<file path="src/rtl/pwm_capture.sv">
// pwm_capture
//   Input-capture block at the measuring end of the PWM path. It samples an
//   asynchronous PWM input and reports the period (rising to rising) and the
//   high time (rising to falling). Both are counted in prescaled timebase ticks.
//
// Ports
//   clk            system clock
//   rst_n          asynchronous reset, active low
//   pwm_in         asynchronous PWM input
//   capture_en     1 = measure, 0 = idle
//   capture_reset  synchronous soft reset of the measurement state
//   prescale[7:0]  timebase exponent; one tick every 2^prescale clk cycles
//   period_val     last rising-to-rising interval, in ticks
//   high_val       last rising-to-falling interval, in ticks
//   measure_valid  one-cycle pulse when period_val/high_val update
//   timeout        sticky: no rising edge within 0xFFFF ticks
//   level          synchronized pwm_in
module pwm_capture #(
  parameter int MAX_PRESCALE = 15
) (
  input  logic        clk,
  input  logic        rst_n,
  input  logic        pwm_in,
  input  logic        capture_en,
  input  logic        capture_reset,
  input  logic [7:0]  prescale,
  output logic [15:0] period_val,
  output logic [15:0] high_val,
  output logic        measure_valid,
  output logic        timeout,
  output logic        level
);

  typedef enum logic [1:0] {IDLE, ARM, MEASURE} state_t;

  localparam logic [7:0] MAX_P8 = 8'(MAX_PRESCALE);
  localparam logic [3:0] MAX_P4 = 4'(MAX_PRESCALE);

  state_t      state, state_next;
  logic        s1, s2, s3;
  logic        rise, fall;
  logic [3:0]  active_prescale;
  logic [3:0]  prescale_clamped;
  logic [15:0] pcnt;
  logic [15:0] cnt;
  logic [15:0] hcap;
  logic        fall_seen;
  logic [15:0] limit_m1;
  logic        tick;
  logic [16:0] cnt_plus;
  logic [15:0] cnt_tick;
  logic        sat_timeout;
  logic        load_prescale;

  assign rise  = s2 & ~s3;
  assign fall  = ~s2 & s3;
  assign level = s2;

  assign prescale_clamped = (prescale > MAX_P8) ? MAX_P4 : prescale[3:0];

  // Tick marks the last prescaler count of each 2^active_prescale window.
  assign limit_m1 = 16'((17'd1 << active_prescale) - 17'd1);
  assign tick     = (pcnt == limit_m1);

  // Interval including the tick of the current cycle. It saturates
  // instead of wrapping when the count is already at 0xFFFF.
  assign cnt_plus = {1'b0, cnt} + {16'd0, tick};
  assign cnt_tick = cnt_plus[16] ? 16'hFFFF : cnt_plus[15:0];

  // A rise in the same cycle as counter saturation counts as a valid measurement.
  assign sat_timeout = (state == MEASURE) && (cnt == 16'hFFFF) && tick && !rise;

  // The prescale input only takes effect at window boundaries.
  assign load_prescale = (state == IDLE) || capture_reset || rise;

  // State register
  always_ff @(posedge clk or negedge rst_n) begin
    if (!rst_n) state <= IDLE;
    else        state <= state_next;
  end

  // Next-state logic; the soft reset and the enable override the window flow
  always_comb begin
    state_next = state;
    if (capture_reset) begin
      state_next = capture_en ? ARM : IDLE;
    end else if (!capture_en) begin
      state_next = IDLE;
    end else begin
      case (state)
        IDLE:    state_next = ARM;
        ARM:     if (rise) state_next = MEASURE;
        MEASURE: if (sat_timeout) state_next = ARM;
        default: state_next = IDLE;
      endcase
    end
  end

  // Synchronizer, prescaler, interval counter and result registers
  always_ff @(posedge clk or negedge rst_n) begin
    if (!rst_n) begin
      s1              <= 1'b0;
      s2              <= 1'b0;
      s3              <= 1'b0;
      active_prescale <= 4'd0;
      pcnt            <= 16'd0;
      cnt             <= 16'd0;
      hcap            <= 16'd0;
      fall_seen       <= 1'b0;
      period_val      <= 16'd0;
      high_val        <= 16'd0;
      measure_valid   <= 1'b0;
      timeout         <= 1'b0;
    end else begin
      s1            <= pwm_in;
      s2            <= s1;
      s3            <= s2;
      measure_valid <= 1'b0;
      if (load_prescale) active_prescale <= prescale_clamped;

      if (capture_reset) begin
        pcnt       <= 16'd0;
        cnt        <= 16'd0;
        hcap       <= 16'd0;
        fall_seen  <= 1'b0;
        period_val <= 16'd0;
        high_val   <= 16'd0;
        timeout    <= 1'b0;
      end else if (!capture_en || state == IDLE) begin
        pcnt      <= 16'd0;
        cnt       <= 16'd0;
        fall_seen <= 1'b0;
        timeout   <= 1'b0;
      end else if (state == ARM) begin
        pcnt      <= 16'd0;
        cnt       <= 16'd0;
        fall_seen <= 1'b0;
      end else begin
        if (rise) begin
          period_val    <= cnt_tick;
          high_val      <= fall_seen ? hcap : cnt_tick;
          measure_valid <= 1'b1;
          pcnt          <= 16'd0;
          cnt           <= 16'd0;
          fall_seen     <= 1'b0;
        end else if (sat_timeout) begin
          timeout    <= 1'b1;
          period_val <= 16'd0;
          high_val   <= s2 ? 16'hFFFF : 16'd0;
          pcnt       <= 16'd0;
          cnt        <= 16'd0;
          fall_seen  <= 1'b0;
        end else begin
          if (fall) begin
            hcap      <= cnt_tick;
            fall_seen <= 1'b1;
          end
          if (tick) begin
            pcnt <= 16'd0;
            cnt  <= cnt + 16'd1;
          end else begin
            pcnt <= pcnt + 16'd1;
          end
        end
      end
    end
  end

endmodule

</file>
<file path="config.mk">
export PLATFORM = sky130hd
export DESIGN_NAME = pwm_capture
export DESIGN_NICKNAME = d
export VERILOG_FILES = /design/src/rtl/pwm_capture.sv
export SDC_FILE = /design/constraint.sdc
export NUM_CORES = 1
export LEC_CHECK = 0
export CORE_MARGIN = 2
export CORE_UTILIZATION = 63
export DETAILED_ROUTE_END_ITERATION = 8
export PLACE_DENSITY = 0.86
export SLEW_MARGIN = 20
export SYNTH_ARGS = -nofsm -noshare
export SYNTH_HDL_FRONTEND = slang
export SYNTH_SLANG_ARGS = --single-unit
</file>
<file path="constraint.sdc">
create_clock -name clk -period 13.1 [get_ports clk]
set_clock_uncertainty 0.1 [all_clocks]
set_input_delay 2.62 -clock clk [delete_from_list [all_inputs] [get_ports clk]]
set_output_delay 2.62 -clock clk [all_outputs]
set_load 0.02 [all_outputs]
</file>
---- Word-level counts from Yosys, hierarchy flattened ----
Cells that the tools add are included.
W data, S select, Z words.
storage, ports and cells
  bits in registers ....................... 92
  memory bits (read-only) ................. 0
  logic and storage cells ................. 106
  memories ................................ 0
  memory bits (writable) .................. 0
  bits in latches ......................... 0
  output and inout bits ................... 35
cells by class
  bitwise logic cells ..................... 4
  add/subtract/negate cells ............... 4
  muxes and demuxes ....................... 53
  div/mod/pow operators ................... 0
  reduce and logical (&&, ||, !) cells .... 18
  shift operators ......................... 1
  $lt $le $gt $ge ......................... 1
  multipliers ............................. 0
  equality and inequality tests ........... 12
operators with widths
  kind                     count
  $mux W16                 31
  $add A16 B1 Y16 const B  2
  $add A16 B1 Y17          1
  $eq A16 B16 Y1           1
  $eq A16 B16 Y1 const B   1
  $mux W1                  16
  $shl A1 B4 Y16 const A   1
  $sub A16 B1 Y16 const B  1
  $reduce_bool A6 Y1       2
  $gt A8 B4 Y1 const B     1
  $mux W2                  4
  $ne A2 B2 Y1 const B     4
  $ne A4 B4 Y1 const B     2
  $pmux W2 S3              1
  $reduce_and A3 Y1        2
  $reduce_bool A3 Y1       2
  $reduce_and A5 Y1        1
  $mux W4                  1
  $logic_and A1 B1 Y1      3
  $logic_or A1 B1 Y1       3
  $ne A3 B2 Y1 const B     1
  $ne A3 B3 Y1 const B     1
  $and A1 B1 Y1            2
  $eq A2 B1 Y1 const B     1
  other kinds (6)          8

---- Longest topological paths before layout ----
Gate-level depths: netlist of the first run.
  depth in word-level cells ............... 11
  gate-level depth with buffers ........... 22

---- Worst setup path after synthesis of the first run ----
No wires, ideal clock.
  path type ............................... reg-to-reg
  from .................................... reg active_prescale[2]
  to ...................................... reg high_val[13]
  buffers on the path ..................... 4
  setup slack ............................. 8.916 ns
  data required time ...................... 12.921 ns
  library setup time ...................... 0.079 ns
  arrival ................................. 4.005 ns
  stages on the path, launching flop included .. 21
  cells stage by stage .................... dfrtp_1 -> buf_6 -> buf_6 -> nor2_1 -> nand3_1 -> ha_1 -> buf_4 -> or4_1 -> o21ai_0 -> a22oi_1 -> xor2_1 -> nand3_1 -> nor3b_1 -> ha_1 -> ha_1 -> nand4_1 -> nor3_2 -> buf_2 -> nor2_1 -> a211o_1 -> mux2i_1
between the ends
  longest elaborated chain between the ends .. 10
ends and longest elaborated chain
  item                    line  RTL
  start, declared         42    logic [3:0] active_prescale;
  start signal, assigned  119   if (load_prescale) active_prescale <= prescale_clamped;
  $shl A1 B4 Y16 *        62    assign limit_m1 = 16'((17'd1 << active_prescale) - 17'd1);
  $sub A16 B1 Y16 *       62
  $eq A16 B16 Y1 *        63    assign tick = (pcnt == limit_m1);
  $add A16 B1 Y17         67    assign cnt_plus = {1'b0, cnt} + {16'd0, tick};
  $mux W16                68    assign cnt_tick = cnt_plus[16] ? 16'hFFFF : cnt_plus[15:0];
  $mux W16                141   high_val <= fall_seen ? hcap : cnt_tick;
  $mux W16                139   if (rise) begin
  $mux W16                134   end else if (state == ARM) begin
  $mux W16                129   end else if (!capture_en || state == IDLE) begin
  $mux W16                121   if (capture_reset) begin
  end signal, assigned    141
  end signal, assigned    149   high_val <= s2 ? 16'hFFFF : 16'd0;
  end, declared           28    output logic [15:0] high_val,
Every way passes the cells marked *; elsewhere a longest branch is shown, timed or not. The select of a mux whose other input is x is not followed.
A chain may end at the register's enable or synchronous reset.

---- Final worst setup path of the first run ----
  from .................................... reg active_prescale[2]
  to ...................................... reg high_val[2]
The elaborated chain is that of the path after synthesis.

==> results.yml, run 1 <==
outcome:
  outcome: "finished, final reports clean"
sta:
  worst_pin_slew_ps: 914
  fin_crit_sh_pct: 41.7
  maxSlewHeadroom_pct: 38.7
  hold_viol: 0
  fmax_mhz: 183
  setup_viol: 0
  finalSetupTns_ps: 0
  min_period_ps: 5460
  rsz0062_at_grt: "no"
  slew_violations: 0
critical_path:
  ff2ff_setup_slack_ps: 7640
  r2r_end: "high_val[2]"
  crit_type: "reg2reg"
  arrival_ps: 5660
  required_ps: 13310
  worst_r2r_path_depth: 17
  worstSetupEndpointType: "register"
  path_max_fanout: 27
  reg2reg_from: "active_prescale[2]"
  critPathLaunchType: "register"
synthesis:
  ys.flop_type: "dfrtp_1"
  ys_warn_count: 0
  ys_types: 63
  ys_ff_latch: 92
  synth_nets: 663
  synth.cell_area_sq_um: 5630
  syn-mean-instance-area_sq_um: 8.72
  syn-instance-count: 645
  ys_async_sr_fraction_pct: 100
  synth-edff-count: 0
  seq_area_frac_synth_pct: 40.9
grt:
  grt_max_degree: 53
  grt-busiest-layer: "met2"
  grt_pass1_wl_um: 23500
  antenna_found_initial: 0
  grt_pass1_vias: 4794
  globalRouteOverflowTotal: 0
  gr-usage-met3_pct: 5.11
  met2_usage_pct: 45.1
  grtUsageTotal_pct: 29.5
  met1_usage_pct: 43.6
power_and_ir_drop:
  internal_power_mw: 0.371
  p_leak_nw: 2.51
  seqPwrFrac_pct: 57.7
  power_switching_share_pct: 25.8
  vdd_ir_drop_max_mv: 0.0562
  power_density_nw_per_um2: 80.3
  power_mw: 0.500
  p_clk_share_pct: 37.6
  p_comb_share_pct: 4.7
  power_switching_mw: 0.129
route:
  ant_nets: 0
  totalWireLength_um: 13900
  vias: 5080
  route.detailed.drc: 0
  via_per_inst: 6.57
  wl_per_cell_um: 17.9
  dr.pass1.iters: 6
  first_iter_violations: 536
final_layout:
  area_growth_pct: 10.6
  multi_input_area_sq_um: 3020
  drive_above_1_share_pct: 7.82
  utilization_pct: 71.7
  fin_nets: 678
  antenna_cells: 0
  fillerInstances: 645
  seq_area_sq_um: 2300
  fin_area_sq_um: 6220
cts:
  cts_hold_buf: 0
  clockBufferDepth: 2
  root_buffer: "clkbuf_8"
  cts_buffers: 9
  post-cts-setup-buffer-count: 0
  insertion_delay_ps: 380
  cts_sinks: 92
  cts_max_level: 3
  ctsResizeCount: 0
  tritoncts: "yes"
  clk_pin_slew_ps: 110
worst_hold_path:
  min-delay-path-class: "reg2reg"
  min_path_cells: 0
  hold_start: "s1"
  whs_endpoint: "level"
floorplan:
  dieArea_sq_um: 9700
  die_h_um: 98.5
  ios: 48
  die_w_um: 98.5
  fp.coreArea_sq_um: 8680
  num_rows: 34
  start_util_pct: 64.8
flow_run:
  drv_cap: 0
place:
  dp_hpwl_um: 9600
  port_buffers: 47
  dpl_cell_area_sq_um: 6030
  place.gp.congestion: 0.912
==> routing by layer <==
metal	wire (um)	share of wire, %
met4	201	1.5
met5	0	0
met1	5960	43
met2	6600	48
met3	1090	7.9
==> synthesized netlist by cell type (3+ instances only) <==
library cell / number / share of area [%]
dfrtp_1: 92 / 41
nor2_1: 72 / 4.8
nand2_1: 54 / 3.6
o21ai_0: 53 / 4.7
a21oi_1: 33 / 2.9
clkbuf_1: 30 / 2.0
nand3_1: 26 / 2.3
mux2i_1: 20 / 3.6
nor3_1: 20 / 1.8
inv_1: 19 / 1.3
xnor2_1: 17 / 2.6
nor2b_1: 14 / 1.6
a31o_2: 13 / 2.0
and3_1: 12 / 1.3
nand4_1: 11 / 1.2
o211ai_1: 11 / 1.5
buf_2: 10 / 0.89
xor2_1: 10 / 1.6
nand2b_1: 9 / 1.0
or3_1: 9 / 1.0
mux2_2: 8 / 1.6
o2111ai_1: 8 / 1.2
o31ai_1: 8 / 1.1
or4_1: 8 / 1.1
a31oi_1: 5 / 0.56
ha_1: 5 / 1.1
a211o_1: 4 / 0.62
buf_6: 4 / 0.80
nor3b_1: 4 / 0.53
nor4_1: 4 / 0.44
o21a_1: 4 / 0.53
or4b_1: 4 / 0.71
a211oi_1: 3 / 0.40
a21boi_0: 3 / 0.40
buf_4: 3 / 0.40
==> how the worst max path moves through the flow <==
stage / slack, ps / depth (start not counted) / from / end
5_1_grt: 7100 / 16 / active_prescale[3] / high_val[3]
6_report: 7640 / 17 / active_prescale[2] / high_val[2]
3_5_place_dp: 7750 / 17 / active_prescale[2] / high_val[3]
3_3_place_gp: 7930 / 6 / capture_en / period_val[3]
4_1_cts: 7720 / 17 / active_prescale[2] / high_val[3]
2_1_floorplan: 8920 / 20 / active_prescale[2] / high_val[13]
==> critical path, stage by stage (launching register included) <==
cell,delay [ps]
dfrtp_1,660
nor2_1,440
nand3_1,160
ha_1,460
or4_1,480
o21ai_0,80
a22oi_1,110
xor2_1,350
nand3_1,120
nor3b_1,210
ha_1,210
ha_1,220
nand4_1,300
nor3_2,800
nand2b_1,260
mux2_2,170
o211ai_1,90
o21ai_0,180
==> metrics by stage <==
step           worst slack, ps  hold slack (ps)  instances
3_3_place_gp              7930              242        757
4_1_cts                   7720              264        773
5_1_grt                   7100              271        773
3_5_place_dp              7750              238        757
6_report                  7640              260        773
2_1_floorplan             8920              231        645
==> layout make-up <==
type                    count  share of cell area (%)
flip-flops and latches     92                    37.0
well taps                 108                    2.17
clock inverters             6                   0.905
inverters                  20                    1.21
clock buffers              10                    2.21
multi-input cells         486                    48.5
repair buffers             51                    8.00
==> cells in the final DEF (no fill, tap or decap), drive strengths merged, types with 14 or more instances in the layout <==
cell and instances:
nor3 22, o21ai 54, clkdlybuf4s50 46, dfrtp 92, mux2i 20, nand2 54, a21oi 33, nor2 72
nor2b 14, nand3 26, xnor2 17, inv 22
==> flip-flops by register name, indices dropped and copies added, names as in the netlist <==
signal,count
fall_seen,1
s3,1
timeout,1
hcap,16
period_val,16
high_val,16
active_prescale,4
state,2
level,1
cnt,16
s1,1
measure_valid,1
pcnt,16
==> logic make-up (layout without fill, tap and decap cells) <==
| kind of cell | count (synthesis) | in the layout | share of synthesized area [%] |
|---|---|---|---|
| AO/OA/AOI/OAI | 162 | 162 | 18.9 |
| adder cells (fa/ha/maj) | 6 | 6 | 1.29 |
| AND/OR/NAND/NOR | 263 | 263 | 24.1 |
| buffers and inverters | 67 | 87 | 5.43 |
| XOR/XNOR | 27 | 27 | 4.20 |
| flip-flops | 92 | 92 | 40.9 |
| multiplexers | 28 | 28 | 5.16 |
==> power by group through the flow <==
stage,Combinational [mW],Clock [mW],Sequential [mW]
after CTS,0.0237,0.190,0.289
after global routing,0.0263,0.204,0.289
after global placement,0.0234,0,0.294
after detailed placement,0.0236,0,0.294
after floorplan,0.0133,0,0.292
final,0.0236,0.188,0.289
Note: power is estimated with default switching activity, not from simulation.
==> run 2, diff against run 1 <==
--- a/config.mk
+++ b/config.mk
@@ -6,9 +6,9 @@
 export NUM_CORES = 1
 export LEC_CHECK = 0
 export CORE_MARGIN = 2
-export CORE_UTILIZATION = 63
+export CORE_UTILIZATION = 59
 export DETAILED_ROUTE_END_ITERATION = 8
-export PLACE_DENSITY = 0.86
+export PLACE_DENSITY = 0.81
 export SLEW_MARGIN = 20
 export SYNTH_ARGS = -nofsm -noshare
 export SYNTH_HDL_FRONTEND = slang
==> constraint.sdc (replaced) <==
create_clock -name clk -period 5.7 [get_ports clk]
set_clock_uncertainty 0.1 [all_clocks]
set_input_delay 1.14 -clock clk [delete_from_list [all_inputs] [get_ports clk]]
set_output_delay 1.14 -clock clk [all_outputs]
set_load 0.02 [all_outputs]
==> run 2 against run 1 <==
Combinational power up 140%. Power is 140% higher. Critical endpoint unchanged. Global-route usage down 0.82 points. Highest routed layer unchanged. First-iteration DRC count shrank 15%. Largest cell class unchanged.
==> results.yml, run 2 (synthesized netlist as in run 1, its figures left out) <==
critical_path:
  startpoint: "active_prescale[1]"
  reg2reg_from: "active_prescale[1]"
  arrival_ps: 5190
  crit_type: "reg2reg"
  crit_buf_inv: 1
  r2r_end: "high_val[2]"
  required_ps: 5900
  ff2ff_setup_slack_ps: 720
  critical-path-top-delay-family: "simple AND/OR/NAND/NOR gates"
  worstSetupEndpointType: "register"
  path_max_fanout: 23
  crit_path_end: "high_val[2]"
  worst_r2r_path_depth: 18
  path_cells: "nor2_1 -> nand3_1 -> ha_1 -> or4_1 -> o21ai_0 -> a22oi_1 -> xor2_1 -> nand3_1 -> nor3b_1 -> ha_1 -> ha_1 -> nand4_1 -> nor3_2 -> buf_4 -> nand2b_1 -> mux2_2 -> o211ai_1 -> o21ai_0"
  crit_top_cell: "ha_1"
  critPathLaunchType: "register"
  path_depth: 18
  cpMaxStageDelayCell: "dfrtp_1"
  max_stage_delay_ps: 600
floorplan:
  ios: 48
  num_rows: 35
  start_util_pct: 60.9
  dieArea_sq_um: 10300
  fp.coreArea_sq_um: 9240
  die_w_um: 102
  die_h_um: 102
cts:
  ctsResizeCount: 0
  cts_buffers: 9
  cts_hold_buf: 0
  cts_sinks: 92
  post-cts-setup-buffer-count: 0
  clockBufferDepth: 2
  insertion_delay_ps: 370
  tritoncts: "yes"
  root_buffer: "clkbuf_8"
  cts_max_level: 3
  clk_pin_slew_ps: 100
final_layout:
  mostFrequentLayoutCells: "dfrtp_1 (92), nor2_1 (72), nand2_1 (54)"
  area_growth_pct: 12.1
  fin_nets: 684
  drive_above_1_share_pct: 8.35
  mostFrequentLayoutCell: "dfrtp_1"
  fin_area_sq_um: 6310
  antenna_cells: 0
place:
  dpl_cell_area_sq_um: 6100
  place.gp.congestion: 0.925
  port_buffers: 47
  dp_hpwl_um: 9810
route:
  totalWireLength_um: 14300
  ant_nets: 0
  met2WireLength_um: 6930
  top_layer: "met4"
  met3WireLength_um: 928
  vias: 5056
  wl_per_cell_um: 17.8
  dr.pass1.iters: 5
  first_iter_violations: 453
  route.detailed.drc: 0
  via_per_inst: 6.32
  met1Wirelength_um: 6170
outcome:
  outcome: "finished, final reports clean"
sta:
  maxSlewHeadroom_pct: 44.5
  min_period_ps: 4980
  rsz0062_at_grt: "no"
  finalSetupTns_ps: 0
  hold_viol: 0
  fin_crit_sh_pct: 87.4
  fmax_mhz: 201
  slew_violations: 0
  setup_viol: 0
  worst_pin_slew_ps: 826
worst_hold_path:
  min-delay-path-class: "reg2reg"
power_and_ir_drop:
  p_leak_nw: 2.55
  power_density_nw_per_um2: 189
  vdd_ir_drop_max_mv: 0.113
grt:
  grtUsageTotal_pct: 28.7
  globalRouteOverflowTotal: 0
  grt_pass1_wl_um: 23400
  antenna_found_initial: 0
  grt_pass1_vias: 4690
  grt_max_degree: 58
flow_run:
  drv_cap: 0
-- run 2: stage by stage --
stage                     power, mW  cells  utilization (%)  hold WS, ps  setup WS [ps]
after CTS                      1.20    800             68.3          266            797
after detailed placement      0.731    784             66.0          236            860
after global routing           1.23    800             68.3          276            293
after floorplan               0.701    645                -          231           1520
after global placement        0.730    784             66.0          238           1150
final                          1.19    800             68.3          263            718
-- run 2: where the power goes --
group	leakage [nW]	switching, mW	internal (mW)
Clock	0.106	0.253	0.222
Combinational	1.19	0.0375	0.0192
Sequential	1.26	0.00698	0.655
Total	2.55	0.298	0.896
-- run 2: layer usage --
metal | up-vias | GRT usage (%)
li1 | 2365 | -
met1 | 2464 | 40.1
met2 | 202 | 45.6
met3 | 25 | 4.69
met4 | 0 | 9.56
met5 | - | 0
-- run 2: cell type report --
| class | count | area, sq um |
|---|---|---|
| multi-input cells | 486 | 3020 |
| fillers | 749 | 2930 |
| flip-flops and latches | 92 | 2300 |
| repair buffers | 57 | 543 |
| well taps | 129 | 161 |
| clock buffers | 11 | 141 |
| inverters | 20 | 75.1 |
| clock inverters | 5 | 67.6 |
-- run 2: how the worst min path moves through the flow --
| stage | endpoint | startpoint | depth (start not counted) |
|---|---|---|---|
| floorplan | level | s1 | 0 |
| global placement | level | s1 | 0 |
| detailed placement | level | s1 | 0 |
| CTS | level | s1 | 0 |
| global route | level | s1 | 0 |
| finish | level | s1 | 0 |
